### src/rtl/uart_pkg.sv
// rtl/uart_pkg.sv - shared UART baud encoding, oversampling constants and divisor helper
package uart_pkg;

  localparam logic [2:0] BAUD_9600   = 3'd0;
  localparam logic [2:0] BAUD_19200  = 3'd1;
  localparam logic [2:0] BAUD_38400  = 3'd2;
  localparam logic [2:0] BAUD_57600  = 3'd3;
  localparam logic [2:0] BAUD_115200 = 3'd4;

  localparam int unsigned OVERSAMPLE  = 16;
  localparam logic [3:0]  SAMPLE_LO   = 4'd6;
  localparam logic [3:0]  SAMPLE_HI   = 4'd12;
  localparam logic [7:0]  FRAME_TICKS = 8'd160;

  typedef enum logic {
    IDLE,
    RECV
  } rx_state_t;

  // Codes above the table all fall back to the fastest rate
  function automatic int unsigned baud_rate(input logic [2:0] sel);
    case (sel)
      BAUD_9600:  return 9600;
      BAUD_19200: return 19200;
      BAUD_38400: return 38400;
      BAUD_57600: return 57600;
      default:    return 115200;
    endcase
  endfunction

  function automatic int unsigned baud_div(input int unsigned clk_freq,
                                           input int unsigned baud,
                                           input int unsigned os);
    return clk_freq / (baud * os);
  endfunction

endpackage

### src/rtl/uart_byte_rx_if.sv
// rtl/uart_byte_rx_if.sv - line input, rate select and received-byte outputs of the UART receiver
interface uart_byte_rx_if;

  logic [2:0] baud_set;
  logic       Rs232_Rx;
  logic [7:0] data_byte;
  logic       Rx_Done;
  logic       frame_err;
  logic       uart_state;

  modport master (
    input  baud_set, Rs232_Rx,
    output data_byte, Rx_Done, frame_err, uart_state
  );

  modport slave (
    output baud_set, Rs232_Rx,
    input  data_byte, Rx_Done, frame_err, uart_state
  );

endinterface

### src/rtl/uart_baud_gen.sv
// rtl/uart_baud_gen.sv - sample tick generator; period CLK_FREQ/(baud*OVERSAMPLE), cleared while disabled
module uart_baud_gen #(
  parameter int unsigned CLK_FREQ   = 50_000_000,
  parameter int unsigned OVERSAMPLE = 16
) (
  input  logic       Clk,
  input  logic       Rst,
  input  logic       enable,
  input  logic [2:0] baud_set,
  output logic       tick
);
  import uart_pkg::baud_div;
  import uart_pkg::baud_rate;

  localparam int unsigned DIV_MAX = baud_div(CLK_FREQ, baud_rate(uart_pkg::BAUD_9600), OVERSAMPLE);
  localparam int unsigned CNT_W   = $clog2(DIV_MAX + 1);

  localparam logic [CNT_W-1:0] END_9600 =
    CNT_W'(baud_div(CLK_FREQ, baud_rate(uart_pkg::BAUD_9600), OVERSAMPLE) - 1);
  localparam logic [CNT_W-1:0] END_19200 =
    CNT_W'(baud_div(CLK_FREQ, baud_rate(uart_pkg::BAUD_19200), OVERSAMPLE) - 1);
  localparam logic [CNT_W-1:0] END_38400 =
    CNT_W'(baud_div(CLK_FREQ, baud_rate(uart_pkg::BAUD_38400), OVERSAMPLE) - 1);
  localparam logic [CNT_W-1:0] END_57600 =
    CNT_W'(baud_div(CLK_FREQ, baud_rate(uart_pkg::BAUD_57600), OVERSAMPLE) - 1);
  localparam logic [CNT_W-1:0] END_115200 =
    CNT_W'(baud_div(CLK_FREQ, baud_rate(uart_pkg::BAUD_115200), OVERSAMPLE) - 1);

  logic [CNT_W-1:0] div_cnt;
  logic [CNT_W-1:0] div_end;

  always_comb begin
    div_end = END_115200;
    case (baud_set)
      uart_pkg::BAUD_9600:  div_end = END_9600;
      uart_pkg::BAUD_19200: div_end = END_19200;
      uart_pkg::BAUD_38400: div_end = END_38400;
      uart_pkg::BAUD_57600: div_end = END_57600;
      default:              div_end = END_115200;
    endcase
  end

  always_ff @(posedge Clk) begin
    if (Rst || !enable) begin
      div_cnt <= '0;
      tick    <= 1'b0;
    end else if (div_cnt == div_end) begin
      div_cnt <= '0;
      tick    <= 1'b1;
    end else begin
      div_cnt <= div_cnt + CNT_W'(1);
      tick    <= 1'b0;
    end
  end

endmodule

### src/rtl/uart_byte_rx.sv
// rtl/uart_byte_rx.sv - 16x oversampled UART byte receiver with 7-sample majority vote per bit
module uart_byte_rx
  import uart_pkg::*;
#(
  parameter int unsigned CLK_FREQ = 50_000_000
) (
  input  logic           Clk,
  input  logic           Rst,
  uart_byte_rx_if.master bus
);

  rx_state_t  state;
  logic       rx_s1, rx_s2, rx_s3;
  logic [2:0] sync_ok;
  logic [7:0] bps_cnt;
  logic [2:0] vote;
  logic [7:0] shift;
  logic [2:0] baud_lat;
  logic [7:0] data_byte_q;
  logic       rx_done_q, frame_err_q, busy_q;

  logic       tick;
  logic       fall;
  logic [3:0] bit_idx, sub;
  logic       in_window, bit_val;
  logic [2:0] vote_nxt;

  // sync_ok keeps the reset value of the synchronizer from faking an edge on a line held low
  assign fall      = sync_ok[2] & rx_s3 & ~rx_s2;
  assign bit_idx   = bps_cnt[7:4];
  assign sub       = bps_cnt[3:0];
  assign in_window = (sub >= SAMPLE_LO) && (sub <= SAMPLE_HI);
  assign vote_nxt  = vote + {2'b00, rx_s2};
  assign bit_val   = (vote_nxt >= 3'd4);

  uart_baud_gen #(
    .CLK_FREQ   (CLK_FREQ),
    .OVERSAMPLE (OVERSAMPLE)
  ) u_baud_gen (
    .Clk      (Clk),
    .Rst      (Rst),
    .enable   (state == RECV),
    .baud_set (baud_lat),
    .tick     (tick)
  );

  always_ff @(posedge Clk) begin
    if (Rst) begin
      rx_s1       <= 1'b1;
      rx_s2       <= 1'b1;
      rx_s3       <= 1'b1;
      sync_ok     <= '0;
      state       <= IDLE;
      bps_cnt     <= '0;
      vote        <= '0;
      shift       <= '0;
      baud_lat    <= '0;
      data_byte_q <= 8'h00;
      rx_done_q   <= 1'b0;
      frame_err_q <= 1'b0;
      busy_q      <= 1'b0;
    end else begin
      rx_s1       <= bus.Rs232_Rx;
      rx_s2       <= rx_s1;
      rx_s3       <= rx_s2;
      sync_ok     <= {sync_ok[1:0], 1'b1};
      rx_done_q   <= 1'b0;
      frame_err_q <= 1'b0;

      case (state)
        IDLE: begin
          if (fall) begin
            state    <= RECV;
            busy_q   <= 1'b1;
            bps_cnt  <= '0;
            vote     <= '0;
            baud_lat <= bus.baud_set;
          end
        end

        RECV: begin
          if (tick) begin
            bps_cnt <= bps_cnt + 8'd1;
            if (in_window) vote <= vote_nxt;
            if (bps_cnt == FRAME_TICKS - 8'd1) begin
              state  <= IDLE;
              busy_q <= 1'b0;
            end
            // Last sample of each bit decides it; the vote restarts for the next bit
            if (sub == SAMPLE_HI) begin
              vote <= '0;
              if (bit_idx == 4'd0) begin
                if (bit_val) begin
                  state  <= IDLE;
                  busy_q <= 1'b0;
                end
              end else if (bit_idx <= 4'd8) begin
                shift <= {bit_val, shift[7:1]};
              end else begin
                state  <= IDLE;
                busy_q <= 1'b0;
                if (bit_val) begin
                  data_byte_q <= shift;
                  rx_done_q   <= 1'b1;
                end else begin
                  frame_err_q <= 1'b1;
                end
              end
            end
          end
        end

        default: begin
          state  <= IDLE;
          busy_q <= 1'b0;
        end
      endcase
    end
  end

  assign bus.data_byte  = data_byte_q;
  assign bus.Rx_Done    = rx_done_q;
  assign bus.frame_err  = frame_err_q;
  assign bus.uart_state = busy_q;

endmodule

### src/flat_wrapper.sv
// flat-port wrapper written by rule: the top's interface ports become plain ports
module uart_byte_rx_flat import uart_pkg::*;
#(
  parameter int unsigned CLK_FREQ = 50_000_000
)
  (Clk, Rst, bus_baud_set, bus_Rs232_Rx, bus_data_byte, bus_Rx_Done, bus_frame_err, bus_uart_state);
  uart_byte_rx_if bus_i ();
  input  logic Clk;
  input  logic Rst;
  input wire logic [$bits(bus_i.baud_set)-1:0] bus_baud_set;
  input wire logic [$bits(bus_i.Rs232_Rx)-1:0] bus_Rs232_Rx;
  output wire logic [$bits(bus_i.data_byte)-1:0] bus_data_byte;
  output wire logic [$bits(bus_i.Rx_Done)-1:0] bus_Rx_Done;
  output wire logic [$bits(bus_i.frame_err)-1:0] bus_frame_err;
  output wire logic [$bits(bus_i.uart_state)-1:0] bus_uart_state;
  assign bus_i.baud_set = bus_baud_set;
  assign bus_i.Rs232_Rx = bus_Rs232_Rx;
  assign bus_data_byte = bus_i.data_byte;
  assign bus_Rx_Done = bus_i.Rx_Done;
  assign bus_frame_err = bus_i.frame_err;
  assign bus_uart_state = bus_i.uart_state;
  uart_byte_rx #(.CLK_FREQ(CLK_FREQ)) u_core (.Clk(Clk), .Rst(Rst), .bus(bus_i));
endmodule
### config.mk
export PLATFORM = sky130hd
export DESIGN_NAME = uart_byte_rx_flat
export DESIGN_NICKNAME = d
export VERILOG_FILES = /design/src/rtl/uart_pkg.sv /design/src/rtl/uart_byte_rx_if.sv /design/src/rtl/uart_baud_gen.sv /design/src/rtl/uart_byte_rx.sv /design/src/flat_wrapper.sv
export SDC_FILE = /design/constraint.sdc
export NUM_CORES = 1
export LEC_CHECK = 0
export CELL_PAD_IN_SITES_DETAIL_PLACEMENT = 2
export CELL_PAD_IN_SITES_GLOBAL_PLACEMENT = 2
export CORE_AREA = 2 2 90 92
export DETAILED_ROUTE_END_ITERATION = 12
export DIE_AREA = 0 0 92 94
export PLACE_DENSITY = 0.7
export SLEW_MARGIN = 20
export SYNTH_ARGS = -nofsm -noshare
export SYNTH_HDL_FRONTEND = slang
export SYNTH_HIERARCHICAL = 1
export SYNTH_SLANG_ARGS = --single-unit
export TNS_END_PERCENT = 10
### constraint.sdc
create_clock -name Clk -period 2.12 [get_ports Clk]
set_input_delay 0.424 -clock Clk [delete_from_list [all_inputs] [get_ports Clk]]
set_output_delay 0.424 -clock Clk [all_outputs]
set_load 0.02 [all_outputs]
**After elaboration in Yosys (flattened, before gate mapping)**

Cells that the tools add are included.

- $add $sub $neg: 3
- Magnitude comparators: 4
- Equality and inequality tests: 9
- Muxes and demuxes: 29
- Bitwise logic cells: 8
- Reductions and logical operators: 12

Operators with widths:

| cell | count |
|---|---|
| case mux 9 bit (4 select lines) | 1 |
| 2-to-1 mux 1 bit | 18 |
| 2-to-1 mux 8 bit | 2 |
| case mux 8 bit (2 select lines) | 1 |
| 2-to-1 mux 3 bit | 4 |
| adder 9 x 1 -> 9 bit (second input constant) | 1 |
| == test 9 bit | 1 |
| adder 8 x 1 -> 8 bit (second input constant) | 1 |
| == test 8 bit (second input constant) | 1 |
| less-or-equal comparator 4 bit (second input constant) | 2 |
| == test 3 x 2 -> 1 bit (second input constant) | 2 |
| inverter 1 bit | 6 |
| case mux 3 bit (2 select lines) | 1 |
| AND reduction 6 bit | 1 |
| OR reduction 6 bit | 1 |
| AND reduction 5 bit | 1 |
| == test 4 bit (second input constant) | 1 |
| greater-or-equal comparator 4 x 3 -> 1 bit (second input constant) | 1 |
| zero test 4 bit | 1 |
| case mux 1 bit (2 select lines) | 2 |
| AND reduction 2 bit | 2 |
| adder 3 x 1 -> 3 bit | 1 |
| == test 3 x 1 -> 1 bit (second input constant) | 1 |
| greater-or-equal comparator 3 bit (second input constant) | 1 |
| other kinds (10) | 11 |

- Register bits: 50
- Bits of input ports: 6
- Output and inout bits: 11

**Logic depth before layout (Yosys ltp)**

Gate-level depths: netlist (run 1).

- Depth after elaboration: 7
- Gate-level depth with buffers: 6
- Mapped depth without buffers: 6

**Modules after synthesis**

Netlist (run 1), hierarchy kept.

By module, submodules not included:

| module | times used | cells an instance | area each (um2) |
|---|---|---|---|
| uart_byte_rx | 1 | 172 | 1667.8 |
| uart_baud_gen | 1 | 65 | 579.3 |

**Worst setup path before layout (run 1)**

OpenSTA, ideal clock, no wires.

- Path type: reg-to-reg
- From: register u_core.rx_s2
- To: register u_core.data_byte_q[7] (netlist: u_core/bus.data_byte[7])
- Arrival: 1.772 ns
- Setup slack: 0.221 ns
- Stages on the path, launching flop included: 7
- Buffers on the path: 0
- Path through: dfxtp_1 ha_1 ha_1 xnor2_1 nor4_4 mux2i_1 nor2_1

- Word-level cells in the longest chain between the ends: 3

RTL lines:

| element | RTL line | RTL |
|---|---|---|
| start: declaration | uart_byte_rx.sv:13 | `logic rx_s1, rx_s2, rx_s3;` |
| start signal: assignment | uart_byte_rx.sv:64 | `rx_s2 <= rx_s1;` |
| adder 3 x 1 -> 3 bit | uart_byte_rx.sv:33 | `assign vote_nxt = vote + {2'b00, rx_s2};` |
| greater-or-equal comparator 3 bit | uart_byte_rx.sv:34 | `assign bit_val = (vote_nxt >= 3'd4);` |
| AND reduction 6 bit (no line) | n/a |  |
| end signal: assignment | uart_byte_rx.sv:103 | `data_byte_q <= shift;` |
| end: declaration | uart_byte_rx.sv:19 | `logic [7:0] data_byte_q;` |

No other way between the ends.
A chain may end at the register's enable or synchronous reset.

**Worst setup path after layout (run 1)**

- From: register u_core.rx_s2
- To: register u_core.data_byte_q[6] (netlist: u_core/bus.data_byte[6])

The elaborated chain is that of the path after synthesis.

==> results of run 1 <==
-- logic make-up (layout without fill, tap and decap cells) --
family | count (synthesis) | count (layout) | share of synthesized area, %
and+or+nand+nor | 91 | 91 | 22.11
DFF | 50 | 50 | 44.54
AOI/OAI and AO/OA | 40 | 40 | 13.14
buffers and inverters | 18 | 40 | 3.619
muxes | 17 | 17 | 7.572
xor gates and xnor gates | 16 | 16 | 6.236
adders and majority gates | 5 | 5 | 2.784
-- power by group through the flow --
stage                     combinational [mW]  clock (mW)  sequential, mW
after floorplan                       0.0203           0           0.969
after global placement                0.0409           0           0.970
after detailed placement              0.0413           0           0.971
after CTS                             0.0415       0.716           0.949
after global routing                  0.0453       0.768           0.950
final                                 0.0403       0.687           0.948
-- worst max-delay path, cell delays in order (launching register included) --
cell and delay, ns:
dfxtp_1 0.34, ha_1 0.20, ha_1 0.24, xnor2_1 0.22, nor4_4 0.31, buf_4 0.23
mux2i_1 0.21, nor2_1 0.06
-- metrics by stage --
stage	power, mW	utilization, %	instances	cell area (µm²)
after floorplan	0.9892	-	237	2247
after global placement	1.011	33.57	353	2554
after detailed placement	1.012	33.57	353	2554
after CTS	1.707	35.07	361	2668
after global routing	1.763	35.07	361	2668
final	1.676	35.07	361	2668
-- cells in the mapped netlist (5+ instances only) --
library cell  instances  area, µm²
xor2_1                9      78.83
nor2b_1               6      37.54
ha_1                  5      62.56
nor2_1               33      123.9
dfxtp_1              50       1001
mux2i_1              17      170.2
nand3_1               5      25.02
inv_1                 6      22.52
xnor2_1               7      61.31
clkbuf_1              6      22.52
nand2_1              15      56.30
a211oi_1             10      75.07
a21oi_1               7      35.03
-- layer usage --
metal  global-route usage, %  wire length [µm]
met5                       0                 0
met4                   4.104                68
met2                   21.75              2463
met1                   17.75              2610
met3                   3.130               135
-- final timing paths --
path,from,cells after the start,endpoint,slack (ns)
setup / recovery,u_core/rx_s2,7,u_core/bus.data_byte[6],0.21
hold / removal,u_core/rx_s1,1,u_core/rx_s2,0.43
setup reg to reg,u_core/rx_s2,7,u_core/bus.data_byte[6],0.21
hold reg to reg,u_core/rx_s1,1,u_core/rx_s2,0.43
-- cell type report --
class / instances / share of cell area (%)
multi-input combinational: 169 / 43.90
clock buffer: 5 / 2.580
tap: 102 / 4.784
timing repair buffer: 25 / 8.537
clock inverter: 3 / 1.689
inverter: 7 / 0.9850
sequential: 50 / 37.52
-- flip-flops by register name (all words and copies together), names as in the netlist, 3 cells and up --
register and count:
u_core/bus.data_byte 8, u_core/u_baud_gen/div_cnt 9, u_core/sync_ok 3, u_core/baud_lat 3, u_core/bps_cnt 8, u_core/shift 8, u_core/vote 3
==> flow_summary.toml, run 1 <==
[run_status]
outcome = "finished clean"

[yosys]
yosysUniqueCellTypes = 49
yosysWarnings = 6
synth_seq_cells = 50
synth_area_per_cell_um2 = 9.482
synth_edf_count = 0
ys_seq_area_share_pct = 44.54
synth_area_um2 = 2247
postSynthNetCount = 248
synth_flop_cell = "dfxtp_1"
synth_cells = 237
ys_async_sr_fraction_pct = 0

[timing]
min_period_over_period_pct = 90.06
rsz0062_at_grt = "false"
finalSetupViolCount = 0
postLayoutSetupSlackWorst_ns = 0.2107
fmax_mhz = 523.7
setup_tns_ns = 0
min_period_ns = 1.909
slew_violations = 0
timing.hold.ws_ns = 0.4258
finClkSkew_ns = 0.009867
finalHoldViolCount = 0
slew_headroom_pct = 66.34
worstMarginPinSlew_ns = 0.5034

[setup_path]
crit_path_max_fanout = 8
cp-end-kind = "flip-flop"
criticalPathCategory = "reg2reg"
arrival_ns = 2.12
crit_required_ns = 2.33
startpoint_type = "flip-flop"

[global_routing]
antenna_found_initial = 0
grt_pass1_vias = 1894
grt-ovfl-total = 0
grt_max_degree = 17
grt_pass1_wl_mm = 9.315
grtUsageTotal_pct = 13.42

[clock_tree]
cts_tree = "done"
ctsLongestPathBuffers = 2
cts_setup_buffers = 0
cts_buffers = 5
clk_pin_slew_worst_paths_ns = 0.10
post_cts_resized = 0
root_buffer = "clkbuf_8"
clock_latency_ns = 0.31
clock_sinks = 50
htreeDepth = 2
cts-hold-fix-buffers = 0

[route]
detail_route.wl_per_cell_um = 14.62
routed_wirelength_mm = 5.277
num_vias = 1790
routed_via_density = 4.958
dr.first_iter.drc_count = 66
drc = 0
antenna_left = 0
first_pass_iters = 4

[final_layout]
fill_cells = 852
multi_input_area_um2 = 1171
nNetsFinal = 269
areaGrowthSynthToFinish_pct = 18.71
drive_gt1_share_pct = 9.266
final_common_cell = "dfxtp_1"
final_cell_mix = "dfxtp_1, nor2_1, mux2i_1, clkdlybuf4s50_1, nand2_1"
n_antenna_cell = 0
seqCellArea_um2 = 1001

[floorplan]
io_pins = 17
start_util_pct = 29.54
core-area_um2 = 7607
die_w_um = 92
die_h_um = 94
die_area_um2 = 8648
placementRows = 32

[pwr]
powerDensity_nw_per_um2 = 628.2
vdd_drop_max_uv = 262.6
swShare_pct = 21.57
pwr-share-clk_pct = 41.0
leakage_nw = 0.8868
p_sw_mw = 0.3614
seqPwrFrac_pct = 56.6
power_frac_comb_pct = 2.4
internal_power_mw = 1.314

[placed_design]
gp_congestion = 0.7497
io_buffers = 16
hpwl_mm = 3.895
dpl_worst_slack_ns = 0.2147

[job]
maxCapViolations = 0

[worst_hold_path]
hold_path.class = "reg2reg"
No activity file was read; power rests on OpenSTA's default activity.
==> run 2, diff against run 1 <==
SKIP_LAST_GASP = 1   (was default)
==> results of run 2 <==
Same layout as run 1: the final DEF is identical, and so are final timing and power.
==> run 3, diff against run 2 <==
PLACE_DENSITY = 0.65   (was 0.7)
SKIP_LAST_GASP = default   (was 1)
==> run 3 against run 2 <==
Effect of this change: sequential share of layout area increased by 0.55 points; sequential cell count is the same; sequential power about the same; largest power group unchanged.
==> flow_summary.toml, run 3 (synthesis gave the netlist of run 1 again) <==
[run_status]
outcome = "finished clean"

[clock_tree]
clk_pin_slew_worst_paths_ns = 0.08
post_cts_resized = 0
cts-hold-fix-buffers = 0
clock_latency_ns = 0.30
cts_tree = "done"
htreeDepth = 2
ctsLongestPathBuffers = 2
cts_buffers = 5
cts_setup_buffers = 0
root_buffer = "clkbuf_8"
clock_sinks = 50

[pwr]
finalPower_mw = 1.550
vdd_drop_max_uv = 267.6
leakage_nw = 0.8735
powerDensity_nw_per_um2 = 589.8

[route]
drc = 0
first_pass_iters = 4
routed_wirelength_mm = 5.422
dr.first_iter.drc_count = 57
antenna_left = 0
detail_route.wl_per_cell_um = 15.15
routed_via_density = 4.975
num_vias = 1781

[final_layout]
drive_gt1_share_pct = 8.203
areaGrowthSynthToFinish_pct = 16.98
final_cells = 358
fill_cells = 874
largest_reg_flops = 9
n_antenna_cell = 0
final_common_cell = "dfxtp_1"
nNetsFinal = 268
final_cell_mix = "dfxtp_1, nor2_1, mux2i_1, clkdlybuf4s50_1, nand2_1"
largest_register = "u_core/u_baud_gen/div_cnt"
fin_area_um2 = 2629
multi_input_area_um2 = 1171
seqCellArea_um2 = 1001

[floorplan]
die_h_um = 94
placementRows = 32
die_w_um = 92
io_pins = 17
start_util_pct = 29.54
die_area_um2 = 8648
core-area_um2 = 7607

[setup_path]
r2r-start = "u_core/rx_s2"
crit_path_max_fanout = 8
criticalPathCategory = "reg2reg"
arrival_ns = 2.06
crit_start = "u_core/rx_s2"
startpoint_type = "flip-flop"
cp-end-kind = "flip-flop"
crit_required_ns = 2.31

[timing]
slew_violations = 0
finalSetupViolCount = 0
finClkSkew_ns = 0.007403
finalHoldViolCount = 0
setup_tns_ns = 0
slew_headroom_pct = 67.78
fmax_mhz = 534.5
postLayoutSetupSlackWorst_ns = 0.2493
rsz0062_at_grt = "false"
worstMarginPinSlew_ns = 0.4768
min_period_ns = 1.871
min_period_over_period_pct = 88.24

[placed_design]
dp_cells = 352
gp_congestion = 0.7118
dpl_worst_slack_ns = 0.2275
place_area_um2 = 2546
io_buffers = 16
hpwl_mm = 3.911

[global_routing]
grt_util_met3_pct = 2.809
busiest_layer = "met2"
grt_max_degree = 22
grt-ovfl-total = 0
grt_pass1_vias = 1872
grt_use_met1_pct = 17.58
grt_util_met2_pct = 22.98
grt_pass1_wl_mm = 9.384
grtUsageTotal_pct = 13.57
antenna_found_initial = 0

[worst_hold_path]
hold_start = "u_core/rx_s1"
hold_path.class = "reg2reg"

[job]
maxCapViolations = 0
run 3: changes by cell type in the layout (fill, tap and decap cells not counted):
| cell | change |
|---|---|
| clkbuf_8 | +1 |
| clkinvlp_4 | -2 |
| bufinv_16 | -1 |
| buf_4 | -1 |
run 3: power by group:
group	total (mW)	internal [mW]	switching [mW]
Clock	0.562	0.253	0.309
Sequential	0.948	0.944	0.00372
Combinational	0.0404	0.0177	0.0226
Total	1.55	1.21	0.336
run 3: worst paths after layout:
path / endpoint / slack [ns] / cells after the start
worst min-delay path: u_core/rx_s2 / 0.42 / 1
worst min register to register: u_core/rx_s2 / 0.42 / 1
worst max register to register: u_core/bus.data_byte[3] / 0.25 / 7
worst max-delay path: u_core/bus.data_byte[3] / 0.25 / 7
run 3: critical path: stages (launching register included):
cell and delay, ns:
dfxtp_1 0.34, ha_1 0.20, ha_1 0.23, xnor2_1 0.21, nor4_4 0.28, buf_4 0.23
mux2i_1 0.22, nor2_1 0.05
run 3: area by class of cell:
type	count	area share [%]
inverters	7	0.9995
multi-input cells	169	44.55
clock buffers	6	3.141
flip-flops and latches	50	38.08
well taps	102	4.855
repair buffers	24	8.377
run 3: layer usage:
| layer | vias up | share of wire [%] |
|---|---|---|
| li1 | 880 | - |
| met4 | 0 | 0.94 |
| met2 | 18 | 48 |
| met3 | 6 | 2.5 |
| met5 | - | 0 |
| met1 | 877 | 48 |
run 3: metrics by stage:
step           hold slack [ns]  util (%)
2_1_floorplan           0.3895         -
3_3_place_gp            0.3939     33.47
3_5_place_dp            0.4094     33.47
4_1_cts                 0.4318     34.56
5_1_grt                 0.4423     34.56
6_report                0.4239     34.56
